$ cat config.mk
export PLATFORM = sky130hd
export DESIGN_NAME = rx_deserializer_flat
export DESIGN_NICKNAME = d
export VERILOG_FILES = /design/src/rtl/rx_deserializer_pkg.sv /design/src/rtl/rx_deserializer_if.sv /design/src/rtl/rx_deserializer_sampler.sv /design/src/rtl/rx_deserializer.sv /design/src/flat_wrapper.sv
export SDC_FILE = /design/constraint.sdc
export NUM_CORES = 1
export LEC_CHECK = 0
export BUFFER_PORTS_ARGS = -buffer_cell sky130_fd_sc_hd__buf_2
export CAP_MARGIN = 40
export CORE_MARGIN = 3
export CORE_UTILIZATION = 40
export DETAILED_ROUTE_END_ITERATION = 6
export PLACE_DENSITY_LB_ADDON = 0.12
export RECOVER_POWER = 50
export SYNTH_ARGS = -nofsm -noshare
export SYNTH_HDL_FRONTEND = slang
export SYNTH_SLANG_ARGS = --single-unit
export TNS_END_PERCENT = 10
$ cat constraint.sdc
create_clock -name clk_i -period 7.3 [get_ports clk_i]
set_clock_uncertainty 0.2 [all_clocks]
set_input_delay 1.825 -clock clk_i [delete_from_list [all_inputs] [get_ports clk_i]]
set_output_delay 1.825 -clock clk_i [all_outputs]
set_load 0.005 [all_outputs]
$ cat src/rtl/rx_deserializer_pkg.sv
// Shared types and constants for the receive-side CADU deserializer.
package rx_deserializer_pkg;

  localparam int CPB_W = 32;

  typedef enum logic {IDLE, RECV} rx_state_e;

  // Number of serial bits in one CADU of the given byte length.
  function automatic int frame_bits(input int cadu_width);
    return cadu_width * 8;
  endfunction

endpackage

$ cat src/rtl/rx_deserializer_if.sv
// Serial-in / parallel-out bus of the CADU deserializer.
// master: line side driving the serial stream and observing the CADU.
// slave : the deserializer itself.
interface rx_deserializer_if
  import rx_deserializer_pkg::*;
#(
  parameter int CADU_WIDTH = 5
);

  logic                      data_i;
  logic                      valid_i;
  logic [CPB_W-1:0]          cycles_per_bit;
  logic [CADU_WIDTH*8-1:0]   data_o;
  logic                      valid_o;
  logic                      frame_err_o;

  modport master (
    output data_i, valid_i, cycles_per_bit,
    input  data_o, valid_o, frame_err_o
  );

  modport slave (
    input  data_i, valid_i, cycles_per_bit,
    output data_o, valid_o, frame_err_o
  );

endinterface

$ cat src/rtl/rx_deserializer_sampler.sv
// Per-bit timing for the deserializer: cycle counter inside a bit, the
// sample/push strobe and the end-of-bit flag. Optional RX_DESER_MAJORITY_EN
// replaces the single centre sample by a 2-of-3 vote around the centre.
module rx_deserializer_sampler
  import rx_deserializer_pkg::*;
(
  input  logic             clk_i,
  input  logic             rst_i,
  input  logic             start,     // cycle 0 of bit 0 (FSM leaving IDLE)
  input  logic             active,    // RECV cycle with the serial input valid
  input  logic [CPB_W-1:0] cpb_in,
  input  logic             ser_bit,
  output logic             push,      // push_bit is to be shifted in this cycle
  output logic             push_bit,
  output logic             bit_last   // this is the last cycle of the current bit
);

  logic [CPB_W-1:0] cpb_q;
  logic [CPB_W-1:0] cyc_cnt;
  logic [CPB_W-1:0] cpb_eff;
  logic [CPB_W-1:0] cyc_eff;
  logic [CPB_W-1:0] centre;
  logic             en;

  // A bit period of zero clocks is meaningless; treat it as one.
  function automatic logic [CPB_W-1:0] cpb_clamp(input logic [CPB_W-1:0] c);
    return (c == '0) ? CPB_W'(1) : c;
  endfunction

  // On the start cycle the bit period comes straight from the input and the
  // counter is implicitly zero, so that cycle already belongs to bit 0.
  assign en       = start | active;
  assign cpb_eff  = start ? cpb_clamp(cpb_in) : cpb_q;
  assign cyc_eff  = start ? '0 : cyc_cnt;
  assign centre   = cpb_eff >> 1;
  assign bit_last = (cyc_eff == cpb_eff - CPB_W'(1));

`ifdef RX_DESER_MAJORITY_EN
  logic early_q;
  logic mid_q;
  logic maj_mode;

  // Two-of-three vote; the third sample is the live input.
  function automatic logic majority3(input logic a, input logic b, input logic c);
    return (a & b) | (a & c) | (b & c);
  endfunction

  assign maj_mode = (cpb_eff >= CPB_W'(3));
  assign push     = maj_mode ? (cyc_eff == centre + CPB_W'(1)) : (cyc_eff == centre);
  assign push_bit = maj_mode ? majority3(early_q, mid_q, ser_bit) : ser_bit;

  // Capture the samples at centre-1 and centre for the vote.
  always_ff @(posedge clk_i) begin
    if (rst_i) begin
      early_q <= 1'b0;
      mid_q   <= 1'b0;
    end else if (en) begin
      if (cyc_eff == centre - CPB_W'(1)) early_q <= ser_bit;
      if (cyc_eff == centre)             mid_q   <= ser_bit;
    end
  end
`else
  assign push     = (cyc_eff == centre);
  assign push_bit = ser_bit;
`endif

  // Bit-period counter; the period is frozen for the whole frame.
  always_ff @(posedge clk_i) begin
    if (rst_i) begin
      cpb_q   <= CPB_W'(1);
      cyc_cnt <= '0;
    end else if (en) begin
      cpb_q   <= cpb_eff;
      cyc_cnt <= bit_last ? '0 : cyc_eff + CPB_W'(1);
    end else begin
      cyc_cnt <= '0;
    end
  end

endmodule

$ cat src/rtl/rx_deserializer.sv
// CADU deserializer: rebuilds CADU_WIDTH bytes, MSB first, from a serial
// stream held for cycles_per_bit clocks per bit, and strobes the result.
// Build option: RX_DESER_MAJORITY_EN enables 2-of-3 majority bit sampling.
module rx_deserializer
  import rx_deserializer_pkg::*;
#(
  parameter int CADU_WIDTH = 5
)(
  input  logic               clk_i,
  input  logic               rst_i,
  rx_deserializer_if.slave   bus
);

  localparam int N     = frame_bits(CADU_WIDTH);
  localparam int BIT_W = $clog2(N + 1);
  localparam logic [BIT_W-1:0] LAST_BIT = BIT_W'(N - 1);

  rx_state_e        state_q, state_d;
  logic             start, active, complete, abort;
  logic             push, push_bit, bit_last;
  logic [BIT_W-1:0] bit_cnt;
  logic [N-1:0]     shift_q, shift_next;
  logic [N-1:0]     data_q;
  logic             valid_q, err_q;

  assign start  = (state_q == IDLE) && bus.valid_i;
  assign active = (state_q == RECV) && bus.valid_i;

  rx_deserializer_sampler u_sampler (
    .clk_i    (clk_i),
    .rst_i    (rst_i),
    .start    (start),
    .active   (active),
    .cpb_in   (bus.cycles_per_bit),
    .ser_bit  (bus.data_i),
    .push     (push),
    .push_bit (push_bit),
    .bit_last (bit_last)
  );

  // Shift value including a bit pushed this very cycle, so the final bit of
  // the frame lands in data_o even when it is sampled on the last cycle.
  assign shift_next = push ? {shift_q[N-2:0], push_bit} : shift_q;

  // FSM state register.
  always_ff @(posedge clk_i) begin
    if (rst_i) state_q <= IDLE;
    else       state_q <= state_d;
  end

  // Next state, frame completion and abort detection.
  always_comb begin
    state_d  = state_q;
    complete = 1'b0;
    abort    = 1'b0;
    case (state_q)
      IDLE: if (bus.valid_i) state_d = RECV;
      RECV: begin
        if (!bus.valid_i) begin
          abort   = 1'b1;
          state_d = IDLE;
        end else if (bit_last && bit_cnt == LAST_BIT) begin
          complete = 1'b1;
          state_d  = IDLE;
        end
      end
      default: state_d = IDLE;
    endcase
  end

  // Shift register, bit counter and registered outputs.
  always_ff @(posedge clk_i) begin
    if (rst_i) begin
      shift_q <= '0;
      bit_cnt <= '0;
      data_q  <= '0;
      valid_q <= 1'b0;
      err_q   <= 1'b0;
    end else begin
      valid_q <= complete;
      err_q   <= abort;
      if (start) begin
        shift_q <= push ? {{(N-1){1'b0}}, push_bit} : '0;
        bit_cnt <= bit_last ? BIT_W'(1) : '0;
      end else if (active) begin
        shift_q <= shift_next;
        if (complete) begin
          data_q  <= shift_next;
          bit_cnt <= '0;
        end else if (bit_last) begin
          bit_cnt <= bit_cnt + BIT_W'(1);
        end
      end else begin
        bit_cnt <= '0;
      end
    end
  end

  assign bus.data_o      = data_q;
  assign bus.valid_o     = valid_q;
  assign bus.frame_err_o = err_q;

endmodule
$ cat src/flat_wrapper.sv
// flat-port wrapper written by rule: the top's interface ports become plain ports
module rx_deserializer_flat import rx_deserializer_pkg::*;
#(
  parameter int CADU_WIDTH = 5
)
  (clk_i, rst_i, bus_data_i, bus_valid_i, bus_cycles_per_bit, bus_data_o, bus_valid_o, bus_frame_err_o);
  rx_deserializer_if #(.CADU_WIDTH(CADU_WIDTH)) bus_i ();
  input  logic clk_i;
  input  logic rst_i;
  input wire logic [$bits(bus_i.data_i)-1:0] bus_data_i;
  input wire logic [$bits(bus_i.valid_i)-1:0] bus_valid_i;
  input wire logic [$bits(bus_i.cycles_per_bit)-1:0] bus_cycles_per_bit;
  output wire logic [$bits(bus_i.data_o)-1:0] bus_data_o;
  output wire logic [$bits(bus_i.valid_o)-1:0] bus_valid_o;
  output wire logic [$bits(bus_i.frame_err_o)-1:0] bus_frame_err_o;
  assign bus_i.data_i = bus_data_i;
  assign bus_i.valid_i = bus_valid_i;
  assign bus_i.cycles_per_bit = bus_cycles_per_bit;
  assign bus_data_o = bus_i.data_o;
  assign bus_valid_o = bus_i.valid_o;
  assign bus_frame_err_o = bus_i.frame_err_o;
  rx_deserializer #(.CADU_WIDTH(CADU_WIDTH)) u_core (.clk_i(clk_i), .rst_i(rst_i), .bus(bus_i));
endmodule
# Yosys cells after proc, flatten, opt, wreduce, memory -nomap -nowiden
# Cells that the tools add are included.
# word_totals
regBits,153
in_bits,36
elab_cells,47
output_inout_bits,42
# classes
n_eq_ne,4
n_reduce_logical,8
add_sub_neg,3
n_bitwise,4
n_mux,20
# ops
operator,count
two-way mux 40 bit,3
two-way mux 32 bit,3
"adder 32 x 1 -> 32 bit, second input constant",1
equality test 32 x 31 -> 1 bit,1
equality test 32 bit,1
logical NOT 32 bit,1
"subtractor 32 x 1 -> 32 bit, second input constant",1
two-way mux 6 bit,4
two-way mux 1 bit,9
"adder 6 x 1 -> 6 bit, second input constant",1
"equality test 6 bit, second input constant",1
"inequality test 4 x 2 -> 1 bit, second input constant",1
logical AND 1 bit,3
NOT 1 bit,3
AND reduction 3 bit,1
OR reduction 3 bit,1
case mux 1 bit (2 select lines),1
nonzero test 2 bit,1
OR reduction 2 bit,1
OR 1 bit,1

# Longest topological paths before layout
# logic_depth
ltp_word,12
depth_mapped,17
depth_no_buf,14

# Hierarchy
# A second synthesis with hierarchy kept.
# unflattened
hier_cells,1088
hier_area_um2,9196.3
# modules_own_cells
module,seq_area_each_um2,cells_per_inst,area_per_inst_um2,instances
rx_deserializer_sampler,1281.2,754,5514.0,1
rx_deserializer,1781.7,334,3682.3,1

# Worst setup path before layout
# Ideal clock, no wire load.
# synth_path
kind,input to register
from,in bus_valid_i
to,"reg u_core.data_q[10], in the netlist u_core.bus.data_o[10]"
stages,16
setup_ns,0.121
arrival_time_ns,6.058
path_buffers,4
setup_slack_ns,0.922
t_required_ns,6.979
cell_sequence,nor2b_1 -> buf_2 -> buf_4 -> buf_2 -> mux2i_1 -> ha_1 -> or4b_2 -> mux2_2 -> nor3_1 -> nand2_1 -> xor2_1 -> mux2i_1 -> or4b_4 -> nor4_4 -> buf_6 -> mux2_2
# synth_between
elab_chain_cells,9
elab_cells_between_ends,14
cone_classes,add/sub: 1; eq/ne: 2; mux: 6; bitwise: 1; reduce/logical: 4
# synth_lines
element,line,source
start: declaration,flat_wrapper.sv:11,input wire logic [$bits(bus_i.valid_i)-1:0] bus_valid_i;
logical AND 1 bit,rx_deserializer.sv:26,assign start = (state_q == IDLE) && bus.valid_i;
two-way mux 32 bit,rx_deserializer_sampler.sv:33,assign cpb_eff = start ? cpb_clamp(cpb_in) : cpb_q;
subtractor 32 x 1 -> 32 bit,rx_deserializer_sampler.sv:36,assign bit_last = (cyc_eff == cpb_eff - CPB_W'(1));
equality test 32 bit,rx_deserializer_sampler.sv:36,
logical AND 1 bit,rx_deserializer.sv:62,end else if (bit_last && bit_cnt == LAST_BIT) begin
two-way mux 1 bit,rx_deserializer.sv:62,
two-way mux 1 bit,rx_deserializer.sv:59,if (!bus.valid_i) begin
two-way mux 1 bit,rx_deserializer.sv:56,case (state_q)
AND reduction 3 bit (no source line),--,
end signal: assignment,rx_deserializer.sv:88,data_q <= shift_next;
end: declaration,rx_deserializer.sv:23,logic [N-1:0] data_q;
# Several ways; a longest one is shown, not always the timed one.
# A chain may end at the register's enable or synchronous reset.

# Worst setup path after layout
# layout_path
from,in bus_valid_i
to,reg u_core.u_sampler.cyc_cnt[28]
# layout_between
elab_chain_cells,5
elab_cells_between_ends,10
cone_classes,add/sub: 2; eq/ne: 1; mux: 2; bitwise: 2; reduce/logical: 3
# layout_lines
element,line,source
logical AND 1 bit,rx_deserializer.sv:26,
two-way mux 32 bit,rx_deserializer_sampler.sv:33,
subtractor 32 x 1 -> 32 bit,rx_deserializer_sampler.sv:36,
equality test 32 bit,rx_deserializer_sampler.sv:36,
OR reduction 3 bit (no source line),--,
end signal: assignment,rx_deserializer_sampler.sv:74,cyc_cnt <= bit_last ? '0 : cyc_eff + CPB_W'(1);
end: declaration,rx_deserializer_sampler.sv:19,logic [CPB_W-1:0] cyc_cnt;
# Several ways; a longest one is shown, not always the timed one.

==> impl_metrics.prom <==
# TYPE chip_impl_metric gauge
chip_impl_metric{name="crit_required",unit="ns"} 7.40
chip_impl_metric{name="yosysWarningCount",unit=""} 0
chip_impl_metric{name="antenna_diode_count",unit=""} 0
chip_impl_metric{name="layout.core_utilization",unit=""} 0.465
chip_impl_metric{name="worstMarginPinSlew",unit="ns"} 3.28
chip_impl_metric{name="fmax",unit="MHz"} 151
chip_impl_metric{name="timing.final.max_slew_violations",unit=""} 159
chip_impl_metric{name="antenna_left",unit=""} 0
chip_impl_metric{name="setup_slack_after_placement",unit="ns"} 0.623
chip_impl_metric{name="synth.ff_latch_count",unit=""} 153
chip_impl_metric{name="global_route.overflow_total",unit=""} 0
chip_impl_metric{name="core_area",unit="um^2"} 22200
chip_impl_info{name="cts_root_buffer",value="sky130_fd_sc_hd__clkbuf_16"} 1
chip_impl_metric{name="total_of_endpoints_with_negative_setup_slack_in_the_final_report",unit=""} 0
chip_impl_metric{name="hold_depth",unit=""} 2
chip_impl_metric{name="yosys_top_cell_area_share",unit=""} 0.335
chip_impl_metric{name="synthArstFlopShare",unit=""} 0
chip_impl_metric{name="number_of_buffers_created_by_cts",unit=""} 17
chip_impl_info{name="violated_checks",value="capacitance limit, slew limit"} 1
chip_impl_info{name="worst_setup_path_end_kind",value="flop"} 1
chip_impl_info{name="rsz_0062_raised_after_global_routing",value="no"} 1
chip_impl_metric{name="worst-r2r-setup-slack",unit="ns"} 1.93
chip_impl_info{name="start_point_of_the_worst_min_delay_path",value="u_core.bit_cnt[1]"} 1
chip_impl_metric{name="postCtsSetupRepairBufs",unit=""} 0
chip_impl_metric{name="cap_violations",unit=""} 2
chip_impl_metric{name="dp.cells",unit=""} 1393
chip_impl_metric{name="clock_tree.htree_level_count",unit=""} 4
chip_impl_metric{name="n_fill_cell",unit=""} 2259
chip_impl_metric{name="grt_max_degree",unit=""} 91
chip_impl_metric{name="synthCells",unit=""} 1089
chip_impl_metric{name="postLayoutCellArea",unit="um^2"} 10300
chip_impl_metric{name="final.period_utilization",unit=""} 0.905
chip_impl_metric{name="layout_setup_ws",unit="ns"} 0.691
chip_impl_info{name="r2r-start",value="u_core.state_q"} 1
chip_impl_metric{name="critPathArrivalTime",unit="ns"} 6.71
chip_impl_metric{name="finish.cell_count_without_fillers",unit=""} 1425
chip_impl_info{name="cts_tree",value="done"} 1
chip_impl_metric{name="detailedRoute.firstPassIterationCount",unit=""} 5
chip_impl_metric{name="detail_route.iter0.violations",unit=""} 641
chip_impl_metric{name="clk_pin_slew_worst_paths",unit="ns"} 0.06
chip_impl_metric{name="drt-wirelength-per-cell",unit="um"} 19.7
chip_impl_metric{name="drive_gt1_frac",unit=""} 0.129
chip_impl_metric{name="drc",unit=""} 0
chip_impl_metric{name="synth_enable_flop_cells",unit=""} 0
chip_impl_metric{name="timing.reg2reg.worst_path_depth",unit=""} 12
chip_impl_metric{name="power-per-cell-area",unit="nW/um^2"} 198
chip_impl_info{name="status",value="finished with violations"} 1
chip_impl_metric{name="gpl.final_weighted_congestion",unit=""} 0.957
chip_impl_metric{name="clkLatencyLatePin",unit="ns"} 0.44
chip_impl_info{name="post_synth_main_area_contributors",value="sky130_fd_sc_hd__dfxtp_1 33%, sky130_fd_sc_hd__mux2i_1 8.4%, sky130_fd_sc_hd__nor2_1 6.5%"} 1
chip_impl_metric{name="num_rows",unit=""} 54
chip_impl_metric{name="vias_per_cell",unit=""} 5.79
chip_impl_metric{name="grt.total_usage",unit=""} 0.227
chip_impl_metric{name="setup_total_negative_slack",unit="ns"} 0
chip_impl_metric{name="worst_slew_margin_rel",unit=""} -1.19
chip_impl_metric{name="drt_wl_total",unit="um"} 28100
chip_impl_metric{name="die_w",unit="um"} 157
chip_impl_metric{name="finalHoldViolations",unit=""} 0
chip_impl_metric{name="leakage",unit="nW"} 3.78
chip_impl_metric{name="total_number_of_vias",unit=""} 8256
chip_impl_info{name="synthFlopType",value="sky130_fd_sc_hd__dfxtp_1"} 1
chip_impl_metric{name="grt_pass1_wl",unit="um"} 43900
chip_impl_metric{name="avgSynthCellArea",unit="um^2"} 8.40
chip_impl_info{name="crit_reg_reg_endpoint",value="u_core.u_sampler.cyc_cnt[26]"} 1
chip_impl_metric{name="detailed_place_hpwl",unit="um"} 20200
chip_impl_metric{name="number_of_antenna_violations_at_the_first_check_in_global_routing",unit=""} 2
chip_impl_metric{name="period_needed",unit="ns"} 6.61
chip_impl_info{name="post-synth-top-area-cell",value="sky130_fd_sc_hd__dfxtp_1"} 1
chip_impl_metric{name="cts.hold.buffers_added",unit=""} 0
chip_impl_info{name="hold_crit_class",value="reg -> reg"} 1
chip_impl_metric{name="die_boundary_height",unit="um"} 157
chip_impl_metric{name="layout.nets",unit=""} 1171
chip_impl_metric{name="synth.lib_cells_used.distinct",unit=""} 79
chip_impl_metric{name="cts_buffer_depth",unit=""} 2
chip_impl_info{name="worstSetupPathType",value="in -> reg"} 1
chip_impl_metric{name="area_of_the_multi_input_gates",unit="um^2"} 5730
chip_impl_metric{name="initial_core_util",unit=""} 0.413
chip_impl_metric{name="placedInstanceArea",unit="um^2"} 9750
chip_impl_metric{name="areaGrowthSynthToFinish",unit="%"} 12.6
chip_impl_metric{name="cp_max_fo",unit=""} 61
chip_impl_metric{name="ios",unit=""} 78
chip_impl_metric{name="post_synth_instance_area",unit="um^2"} 9150
chip_impl_info{name="startpoint_type",value="primary input"} 1
chip_impl_metric{name="cts_resized",unit=""} 0
chip_impl_metric{name="seq_area_frac_synth",unit=""} 0.335
chip_impl_metric{name="mappedNetlistNets",unit=""} 1128
chip_impl_metric{name="numPortBuffers",unit=""} 77
chip_impl_metric{name="die-area",unit="um^2"} 24700
chip_impl_metric{name="grt_pass1_vias",unit=""} 7634
chip_impl_metric{name="peakVddDrop",unit="mV"} 0.121
chip_impl_info{name="worstHoldEndpoint",value="u_core.bit_cnt[1]"} 1
chip_impl_metric{name="seqCellArea",unit="um^2"} 3060
chip_impl_metric{name="clock_sink_count",unit=""} 153
-- per-layer routing --
metal,share of wire,GRT usage,vias up
met5,0.00075,0,-
met4,0.027,0.0814,4
met3,0.066,0.0478,49
met2,0.44,0.343,283
met1,0.47,0.322,3935
li1,-,-,3985
-- sequential cells by signal, summed over array words and instances, names as in the netlist --
register,flops
u_core.bus.data_o,40
u_core.shift_q,40
u_core.u_sampler.cpb_q,32
u_core.u_sampler.cyc_cnt,32
u_core.bit_cnt,6
u_core.bus.frame_err_o,1
u_core.bus.valid_o,1
u_core.state_q,1
-- where the power goes --
part / switching (mW) / internal (mW) / total (mW)
Sequential: 0.0197 / 0.845 / 0.865
Combinational: 0.171 / 0.0936 / 0.264
Clock: 0.415 / 0.498 / 0.913
-- layout by cell type (no fill, tap or decap), types with 6 or more instances in the layout --
cell type	count
sky130_fd_sc_hd__o22ai_1	6
sky130_fd_sc_hd__mux2i_1	77
sky130_fd_sc_hd__xor2_1	44
sky130_fd_sc_hd__nor2b_1	46
sky130_fd_sc_hd__nand3_1	23
sky130_fd_sc_hd__inv_1	16
sky130_fd_sc_hd__and3_1	12
sky130_fd_sc_hd__nor3b_1	6
sky130_fd_sc_hd__nor4_1	14
sky130_fd_sc_hd__o31ai_1	6
sky130_fd_sc_hd__xnor2_1	36
sky130_fd_sc_hd__or4_1	7
sky130_fd_sc_hd__buf_4	12
sky130_fd_sc_hd__nand2_1	69
sky130_fd_sc_hd__nor2_1	159
sky130_fd_sc_hd__or3_1	15
sky130_fd_sc_hd__a22oi_1	41
sky130_fd_sc_hd__mux2_1	23
sky130_fd_sc_hd__clkbuf_1	26
sky130_fd_sc_hd__nand2b_1	17
sky130_fd_sc_hd__inv_8	7
sky130_fd_sc_hd__a31oi_1	6
sky130_fd_sc_hd__nand4_1	15
sky130_fd_sc_hd__buf_2	50
sky130_fd_sc_hd__nand4b_1	6
sky130_fd_sc_hd__a21oi_1	35
sky130_fd_sc_hd__dfxtp_1	153
sky130_fd_sc_hd__o21ai_0	19
sky130_fd_sc_hd__clkbuf_16	17
sky130_fd_sc_hd__mux2_2	22
sky130_fd_sc_hd__nor3_1	53
-- how the worst max path moves through the flow --
stage / startpoint / to / slack (ns) / cells after the start
floorplan: bus_valid_i / u_core.bus.data_o[10] / 0.92 / 16
global placement: bus_valid_i / u_core.bus.data_o[33] / 0.69 / 15
detailed placement: bus_valid_i / u_core.bus.data_o[7] / 0.62 / 15
CTS: bus_valid_i / u_core.bus.data_o[7] / 1.08 / 15
global route: bus_valid_i / u_core.u_sampler.cyc_cnt[20] / 0.36 / 12
finish: bus_valid_i / u_core.u_sampler.cyc_cnt[28] / 0.69 / 12
-- through the flow --
step	power (mW)	hold WS, ns
6_report	2.04	0.287
5_1_grt	2.12	0.309
4_1_cts	2.06	0.287
3_5_place_dp	1.14	0.277
3_3_place_gp	1.14	0.272
2_1_floorplan	1.05	0.251
-- critical path: stages --
cell	delay, ns
sky130_fd_sc_hd__buf_2	0.26
sky130_fd_sc_hd__nor2b_4	0.22
sky130_fd_sc_hd__clkbuf_2	1.05
sky130_fd_sc_hd__mux2i_2	0.53
sky130_fd_sc_hd__or4b_1	0.50
sky130_fd_sc_hd__or3_1	0.41
sky130_fd_sc_hd__or4_4	0.51
sky130_fd_sc_hd__a221oi_2	0.32
sky130_fd_sc_hd__nand4_1	0.32
sky130_fd_sc_hd__nor3_4	0.20
sky130_fd_sc_hd__buf_4	0.36
sky130_fd_sc_hd__nor3_1	0.11
-- layout make-up --
class,instances,area share
timing repair buffer,95,0.0492
tap,280,0.0340
multi-input combinational,849,0.556
sequential,153,0.297
inverter,16,0.00583
clock buffer,18,0.0426
clock inverter,14,0.0152
-- cell families after synthesis --
| kind of cell | share of synthesized area |
|---|---|
| AND/OR/NAND/NOR | 0.274 |
| AO/OA/AOI/OAI | 0.123 |
| flip-flops | 0.335 |
| multiplexers | 0.145 |
| buffers and inverters | 0.0424 |
| XOR/XNOR | 0.0766 |
| adder cells (fa/ha/maj) | 0.00410 |
-- synthesized netlist by cell type, drive strengths merged, types with 7 or more instances --
library cell / count
nand2b: 18
nor4: 16
nor2b: 47
buf: 30
xor2: 44
dfxtp: 153
or4: 9
o21ai: 20
and3: 12
a22oi: 41
nand3: 23
nor3b: 7
or3: 15
xnor2: 36
or4b: 8
mux2: 46
nand4: 15
a21oi: 36
inv: 16
o31ai: 7
clkbuf: 41
nand2: 69
nor3: 54
nor2: 159
mux2i: 79
(Power assumes the default switching activity.)
